$ cat config.mk
export PLATFORM = sky130hd
export DESIGN_NAME = ring_phase_monitor
export DESIGN_NICKNAME = d
export VERILOG_FILES = /design/src/rtl/ring_phase_monitor_pkg.sv /design/src/rtl/ring_phase_monitor_onehot_encoder.sv /design/src/rtl/ring_phase_monitor.sv
export SDC_FILE = /design/constraint.sdc
export NUM_CORES = 1
export LEC_CHECK = 0
export ABC_AREA = 1
export CAP_MARGIN = 15
export CELL_PAD_IN_SITES_DETAIL_PLACEMENT = 1
export CELL_PAD_IN_SITES_GLOBAL_PLACEMENT = 2
export CORE_MARGIN = 4
export CORE_UTILIZATION = 29
export DETAILED_ROUTE_END_ITERATION = 8
export GPL_TIMING_DRIVEN = 0
export PLACE_DENSITY = 0.8
export SYNTH_ARGS = -nofsm -noshare
export SYNTH_HDL_FRONTEND = slang
export SYNTH_SLANG_ARGS = --single-unit
$ cat constraint.sdc
create_clock -name clk -period 4.1 [get_ports clk]
set_input_delay 0.82 -clock clk [delete_from_list [all_inputs] [get_ports clk]]
set_output_delay 0.82 -clock clk [all_outputs]
set_load 0.005 [all_outputs]
$ cat src/rtl/ring_phase_monitor_pkg.sv
// Shared types for the ring phase monitor: FSM states and error cause codes.
package ring_phase_monitor_pkg;

  typedef enum logic [1:0] {
    SYNC  = 2'd0,
    TRACK = 2'd1,
    ERR   = 2'd2
  } state_t;

  localparam logic [1:0] ERR_NONE   = 2'd0;
  localparam logic [1:0] ERR_ONEHOT = 2'd1;
  localparam logic [1:0] ERR_JUMP   = 2'd2;
  localparam logic [1:0] ERR_EN     = 2'd3;

endpackage

$ cat src/rtl/ring_phase_monitor_onehot_encoder.sv
// Combinational one-hot to binary encoder with a one-hot validity flag.
module onehot_encoder #(
  parameter int WIDTH = 8,
  localparam int IDX_W = $clog2(WIDTH)
) (
  input  logic [WIDTH-1:0] phase,
  output logic [IDX_W-1:0] idx,
  output logic             is_onehot
);

  // OR of set-bit positions; only meaningful when is_onehot is high.
  always_comb begin
    idx = '0;
    for (int i = 0; i < WIDTH; i++) begin
      if (phase[i]) idx = idx | IDX_W'(i);
    end
    is_onehot = ($countones(phase) == 1);
  end

endmodule

$ cat src/rtl/ring_phase_monitor.sv
// Monitors a one-hot ring counter: binary index, rotation count, and sticky
// legality checking with a first-cause error code.
module ring_phase_monitor
  import ring_phase_monitor_pkg::*;
#(
  parameter int WIDTH    = 8,
  parameter int CNT_W    = 8,
  parameter int CHECK_EN = 1,
  localparam int IDX_W   = $clog2(WIDTH)
) (
  input  logic             clk,
  input  logic             rst,
  input  logic [WIDTH-1:0] phase,
  input  logic             phase_en,
  input  logic             clr_err,
  output logic [IDX_W-1:0] idx,
  output logic             idx_valid,
  output logic             wrap,
  output logic [CNT_W-1:0] rot_cnt,
  output logic             err,
  output logic [1:0]       err_code,
  output state_t           state_dbg
);

  state_t           state, state_nx;
  logic [WIDTH-1:0] phase_q;
  logic             en_q;
  logic [IDX_W-1:0] enc_idx;
  logic             is_onehot;
  logic             is_step, is_hold;
  logic [1:0]       fault_code;

  logic [IDX_W-1:0] idx_nx;
  logic             idx_valid_nx, wrap_nx, err_nx;
  logic [CNT_W-1:0] rot_cnt_nx;
  logic [1:0]       err_code_nx;

  onehot_encoder #(.WIDTH(WIDTH)) u_enc (
    .phase     (phase),
    .idx       (enc_idx),
    .is_onehot (is_onehot)
  );

  // For WIDTH=2 rotate-left equals rotate-right, so either direction is a step.
  assign is_step = (phase == {phase_q[WIDTH-2:0], phase_q[WIDTH-1]});
  assign is_hold = (phase == phase_q);
  assign state_dbg = state;

  always_comb begin
    state_nx     = state;
    idx_nx       = idx;
    idx_valid_nx = idx_valid;
    wrap_nx      = 1'b0;
    rot_cnt_nx   = rot_cnt;
    err_nx       = err;
    err_code_nx  = err_code;
    fault_code   = ERR_NONE;
    case (state)
      SYNC: begin
        if (phase == '0) begin
          state_nx = SYNC;
        end else if (is_onehot) begin
          state_nx     = TRACK;
          idx_nx       = enc_idx;
          idx_valid_nx = 1'b1;
        end else begin
          fault_code = ERR_ONEHOT;
        end
      end
      TRACK: begin
        if (!is_onehot) begin
          fault_code = ERR_ONEHOT;
        end else if (!is_hold && !is_step) begin
          fault_code = ERR_JUMP;
        end else if ((CHECK_EN != 0) && (is_step ^ en_q)) begin
          fault_code = ERR_EN;
        end else begin
          idx_nx = enc_idx;
          if (is_step && phase_q[WIDTH-1]) begin
            wrap_nx    = 1'b1;
            rot_cnt_nx = rot_cnt + CNT_W'(1);
          end
        end
      end
      ERR: begin
        if (clr_err) begin
          state_nx    = SYNC;
          err_nx      = 1'b0;
          err_code_nx = ERR_NONE;
        end
      end
      default: state_nx = SYNC;
    endcase
    // A detected fault overrides everything, including a same-cycle clr_err.
    if (fault_code != ERR_NONE) begin
      state_nx     = ERR;
      err_nx       = 1'b1;
      err_code_nx  = fault_code;
      idx_valid_nx = 1'b0;
    end
  end

  always_ff @(posedge clk) begin
    if (rst) begin
      state     <= SYNC;
      phase_q   <= '0;
      en_q      <= 1'b0;
      idx       <= '0;
      idx_valid <= 1'b0;
      wrap      <= 1'b0;
      rot_cnt   <= '0;
      err       <= 1'b0;
      err_code  <= ERR_NONE;
    end else begin
      state     <= state_nx;
      phase_q   <= phase;
      en_q      <= phase_en;
      idx       <= idx_nx;
      idx_valid <= idx_valid_nx;
      wrap      <= wrap_nx;
      rot_cnt   <= rot_cnt_nx;
      err       <= err_nx;
      err_code  <= err_code_nx;
    end
  end

endmodule

# --- Yosys cells after proc, flatten, opt, wreduce, memory -nomap -nowiden ---
# Cells that the tools add are included.
word_totals:
  reg_bits: 27
  in_bits: 12
  output_inout_bits: 18
  word_cells: 87
op_classes:
  n_addsub: 8
  eq_ne: 15
  muxes: 30
  n_bitwise: 6
  reduce_logical: 18
ops:
  columns: ["op", "n"]
  rows:
  - ["adder 32 bit", 3]
  - ["equality test 32 x 2 -> 1 bit, second input constant", 1]
  - ["two-way mux 3 bit", 9]
  - ["two-way mux 2 bit", 11]
  - ["equality test 8 bit", 2]
  - ["!= test 2 bit, second input constant", 7]
  - ["AND reduction 3 bit", 3]
  - ["adder 1 x 1 -> 2 bit", 4]
  - ["adder 8 x 1 -> 8 bit, second input constant", 1]
  - ["logical NOT 8 bit", 1]
  - ["nonzero test 2 bit", 4]
  - ["two-way mux 1 bit", 7]
  - ["!= test 3 bit, second input constant", 2]
  - ["case mux 2 bit (3 select lines)", 1]
  - ["case mux 3 bit (2 select lines)", 1]
  - ["AND reduction 6 bit", 1]
  - ["NOT 1 bit", 5]
  - ["AND reduction 5 bit", 1]
  - ["OR reduction 5 bit", 1]
  - ["!= test 4 bit, second input constant", 1]
  - ["case mux 2 bit (2 select lines)", 1]
  - ["equality test 2 x 1 -> 1 bit, second input constant", 1]
  - ["equality test 2 bit, second input constant", 1]
  - ["logical AND 1 bit", 2]
  - ["other kinds (5)", 6]

# --- Longest topological paths before layout ---
# Gate-level depths: netlist (run 1).
depth:
  ltp_word: 11
  depth_mapped: 18
  ltp_nobuf: 18

# --- By module ---
# A second synthesis (run 1) with hierarchy kept.
unflattened:
  hier_cells: 221
  hier_area_um2: 1601.5
by_module_without_submodules:
  columns: ["module", "n_inst", "cells_per_inst", "area_each_um2"]
  rows:
  - ["ring_phase_monitor", 1, 187, 1375.1]
  - ["onehot_encoder", 1, 34, 226.5]

# --- Least setup slack after synthesis (run 1) ---
# No wires, ideal clock.
synth_path:
  path_kind: "input-to-reg"
  startpoint: "input phase[6]"
  endpoint: "register rot_cnt[3]"
  setup_ps: 119
  t_arrival_ps: 3670
  t_required_ps: 3981
  slack_ps: 311
  stages: 18
  n_path_buf: 0
  cell_sequence: "inv_1 ha_1 inv_1 fa_1 fa_1 inv_1 ha_1 fa_1 nor2_1 nand2_1 nor2_4 nand2_1 nor2_4 nand2_2 nor2_4 inv_1 o21ai_1 a21oi_1"
synth_via:
  elab_chain_len: 5
synth_lines:
  columns: ["item", "line", "rtl"]
  rows:
  - ["start, declared", "ring_phase_monitor.sv:13", "input logic [WIDTH-1:0] phase,"]
  - ["adder 1 x 1 -> 2 bit (implied by the code) (tied with other cells)", "ring_phase_monitor_onehot_encoder.sv:17", "is_onehot = ($countones(phase) == 1);"]
  - ["adder 32 bit (implied by the code) or logical NOT 1 bit (tied branches)", "ring_phase_monitor_onehot_encoder.sv:17, ring_phase_monitor.sv:73", null]
  - ["adder 32 bit (implied by the code) or logical AND 1 bit (tied branches)", "ring_phase_monitor_onehot_encoder.sv:17, ring_phase_monitor.sv:73", null]
  - ["equality test 32 x 2 -> 1 bit or NOT 1 bit (tied branches)", null, null]
  - ["AND reduction 5 bit (no source line) (*)", null, null]
  - ["end signal, assigned", "ring_phase_monitor.sv:121", "rot_cnt <= rot_cnt_nx;"]
  - ["end, declared", "ring_phase_monitor.sv:19", "output logic [CNT_W-1:0] rot_cnt,"]
# Every way passes the cells marked *; elsewhere a longest branch is shown, timed or not.
# A chain may end at the register's enable or synchronous reset.

# --- Worst setup path in the final report (run 1) ---
# Ends and elaborated chain as after synthesis.

==> flow_metrics.py, run 1 <==
metrics = {
    "status": {
        "status": "finished clean",
    },
    "clocking": {
        "cts_buffers": 3,
        "clk_path_buf_depth": 2,
        "clk_latency_ns": 0.28,
        "cts_root_buf": "clkbuf_8",
        "cts_tree": "yes",
        "h-tree-depth": 1,
        "clk_pin_slew_ns": 0.10,
        "hold_buffers": 0,
        "cts.sinks": 27,
    },
    "final_layout": {
        "area_delta_synth_final_pct": 25.4,
        "final_area_mm2": 0.00203,
        "fin_nets": 281,
        "postLayoutCoreUtil_pct": 38.5,
        "antennaDiodeCount": 0,
        "layout-drive-gt1-share_pct": 13.4,
        "fin_cells": 323,
    },
    "critical_path": {
        "crit_chain": "clkdlybuf4s15_2 > ha_2 > fa_1 > inv_1 > fa_1 > inv_1 > ha_1 > fa_1 > nor2_1 > nand2_2 > nor2_4 > nand2_1 > nor2_4 > nand2_2 > nor2_4 > inv_1 > o21ai_1 > a21oi_1",
        "cp.required_ns": 4.27,
        "arrival_ns": 4.12,
        "crit_start": "phase[6]",
        "rr_worst_depth": 10,
        "reg2reg_from": "phase_q[7]",
        "cp_slowest_stage_delay_ns": 0.54,
        "cp-end-kind": "flip-flop",
        "slowest_stage": "fa_1",
        "ff2ff_setup_slack_ns": 2.45,
        "cp-start-kind": "primary input",
        "reg2reg_to": "idx[1]",
        "path_class": "in -> reg",
        "cp_max_fo": 4,
    },
    "grt": {
        "grt_pass1_wl_um": 6690,
        "grtUsageTotal_pct": 12.8,
        "antenna_found_initial": 0,
        "grt_max_degree": 15,
        "globalRouteOverflowTotal": 0,
        "first_global_vias": 1465,
    },
    "power_and_ir_drop": {
        "power.density_mw_per_mm2": 354,
        "p_leak_nw": 0.875,
        "ir_drop_mv": 0.161,
    },
    "timing": {
        "setup_viol": 0,
        "hold_viol_final": 0,
        "max_freq_mhz": 253,
        "min_period_ns": 3.95,
        "rsz0062_at_grt": "no",
        "slew_headroom_pct": 68.4,
        "max_slew.worst_pin.slew_ns": 0.474,
        "timing.final.ws_setup_ns": 0.154,
        "drv_slew": 0,
        "period_share_pct": 96.2,
        "fin_skew_ns": 0.00655,
    },
    "synth": {
        "syn_inst": 220,
        "yosysSeqAreaShare_pct": 33.4,
        "synth_area_per_cell_um2": 7.36,
        "synth-warning-count": 0,
        "syn_area_mm2": 0.00162,
        "ys_seq_elements": 27,
        "ys_top_cells_by_area": "dfxtp_1 (33%), nand2_1 (10%), inv_1 (8.6%), ha_1 (8.5%), xnor2_1 (7.6%)",
        "synth_top_area_share_pct": 33.4,
        "yosysTopAreaCell": "dfxtp_1",
        "yosys.cell_types.count": 25,
        "syn_nets": 247,
    },
    "floorplanning": {
        "die_w_um": 82.7,
        "start_util_pct": 30.7,
        "rows": 26,
        "coreArea_mm2": 0.00527,
        "dieArea_mm2": 0.00684,
        "ios": 30,
        "die_h_um": 82.7,
    },
    "place": {
        "place_congestion": 0.721,
        "port_buffers": 28,
        "detailedPlace.worstSlack_ns": -0.750,
        "placed_area_mm2": 0.00199,
        "hpwl_um": 3110,
        "dp.cells": 318,
    },
    "hold_path": {
        "hold_end": "idx_valid",
        "hold_depth": 2,
        "worstHoldStart": "idx_valid",
        "hold_path_class": "reg -> reg",
    },
    "routing": {
        "wl_um": 3820,
        "wl_per_cell_um": 11.8,
        "firstDrtPassIters": 4,
        "vias_per_cell": 4.29,
        "drc": 0,
        "antenna_left": 0,
        "dr_total_vias": 1386,
        "drtIter0Drc": 30,
    },
    "flow_run": {
        "maxCapViolCount": 0,
    },
}
## worst max path at each step
stage | to | depth (start not counted)
after global placement | rot_cnt[3] | 19
after detailed placement | rot_cnt[3] | 19
final | rot_cnt[3] | 18
after CTS | rot_cnt[3] | 19
after floorplan | rot_cnt[3] | 18
after global routing | rot_cnt[3] | 19
## cells in the mapped netlist
master    number
nand3_2        2
nand4_1        5
fa_1           4
nand2_1       45
a21oi_2        1
nor2_2         3
o21ai_0        5
buf_4          1
inv_1         37
dfxtp_1       27
and3_1         1
xnor2_1       14
o21bai_1       1
a31oi_1        1
xor2_1         1
nor3_1         2
ha_1          11
nand2_2        4
o21ai_1        2
nand3_1        8
inv_2          5
a21oi_1       11
nor2_1        24
nor2_4         3
clkbuf_1       2
## power breakdown
group / total (mW) / internal, mW / switching (mW) / leakage (nW)
combinational: 0.249 / 0.114 / 0.135 / 0.631
sequential: 0.314 / 0.292 / 0.0215 / 0.221
clock: 0.156 / 0.0698 / 0.0865 / 0.0228
## layer usage
| metal | global-route usage [%] | up-vias | part of all wire (%) |
|---|---|---|---|
| li1 | - | 739 | - |
| met1 | 16.9 | 623 | 49 |
| met2 | 20.7 | 22 | 45 |
| met3 | 3.47 | 2 | 4.6 |
| met4 | 3.43 | 0 | 0.78 |
| met5 | 0 | - | 0 |
## placed cells by master, fill, tap and decap left out, drive strengths merged
master,instances
nand2,49
inv,42
nor2,30
dfxtp,27
clkdlybuf4s50,22
xnor2,14
a21oi,12
ha,11
nand3,10
clkbuf,10
o21ai,7
nand4,5
fa,4
buf,3
nor3,2
a31oi,1
xor2,1
o21bai,1
and3,1
clkdlybuf4s15,1
## flip-flops by register name, indices dropped and copies added (netlist names)
name / cells
phase_q: 8
rot_cnt: 8
idx: 3
err_code: 2
state_dbg: 2
en_q: 1
err: 1
idx_valid: 1
wrap: 1
## critical path: cells and delay by family
family          cells  cell delay [ns]
fa+ha+maj           5             1.93
buf+inv             4             0.39
simple gates        7             0.83
compound gates      2             0.16
## cells by family (layout without fill, tap and decap cells)
logic type	count (synthesis)	in the layout	share of synthesized area [%]
and+or+nand+nor	97	97	27.4
buffers and inverters	45	78	10.7
DFF	27	27	33.4
AOI/OAI and AO/OA	21	21	6.96
adders and majority gates	15	15	13.4
xor gates and xnor gates	15	15	8.11
## repair_timing
action | CTS | global route
pin swaps | 1 | 2
endpoints found under the hold margin | 0 | 0
gates resized for setup | 12 | 14
buffers inserted | 1 | 0
endpoints found under the setup margin | 18 | 14
## area by class of cell
type,instances,area [µm²]
Buffer,3,15.0
Clock buffer,4,45.0
Fill cell,670,3240
Inverter,42,158
Multi-Input combinational cell,148,921
Sequential cell,27,541
Tap cell,70,87.6
Timing Repair Buffer,29,264
## metrics by stage
stage | TNS [ns] | total power [mW] | hold slack, ns
CTS | 0 | 0.735 | 0.479
global placement | -10.29 | 0.566 | 0.438
detailed placement | -10.75 | 0.570 | 0.461
finish | 0 | 0.718 | 0.477
global route | 0 | 0.781 | 0.505
floorplan | 0 | 0.464 | 0.439
Note: power is estimated with default switching activity, not from simulation.
==> run 2: changes to the inputs <==
--- a/config.mk
+++ b/config.mk
@@ -14,6 +14,7 @@
 export DETAILED_ROUTE_END_ITERATION = 8
 export GPL_TIMING_DRIVEN = 0
 export PLACE_DENSITY = 0.8
+export SKIP_LAST_GASP = 1
 export SYNTH_ARGS = -nofsm -noshare
 export SYNTH_HDL_FRONTEND = slang
 export SYNTH_SLANG_ARGS = --single-unit
==> results of run 2 <==
The final DEF is identical to that of run 1; final timing and power are the same.
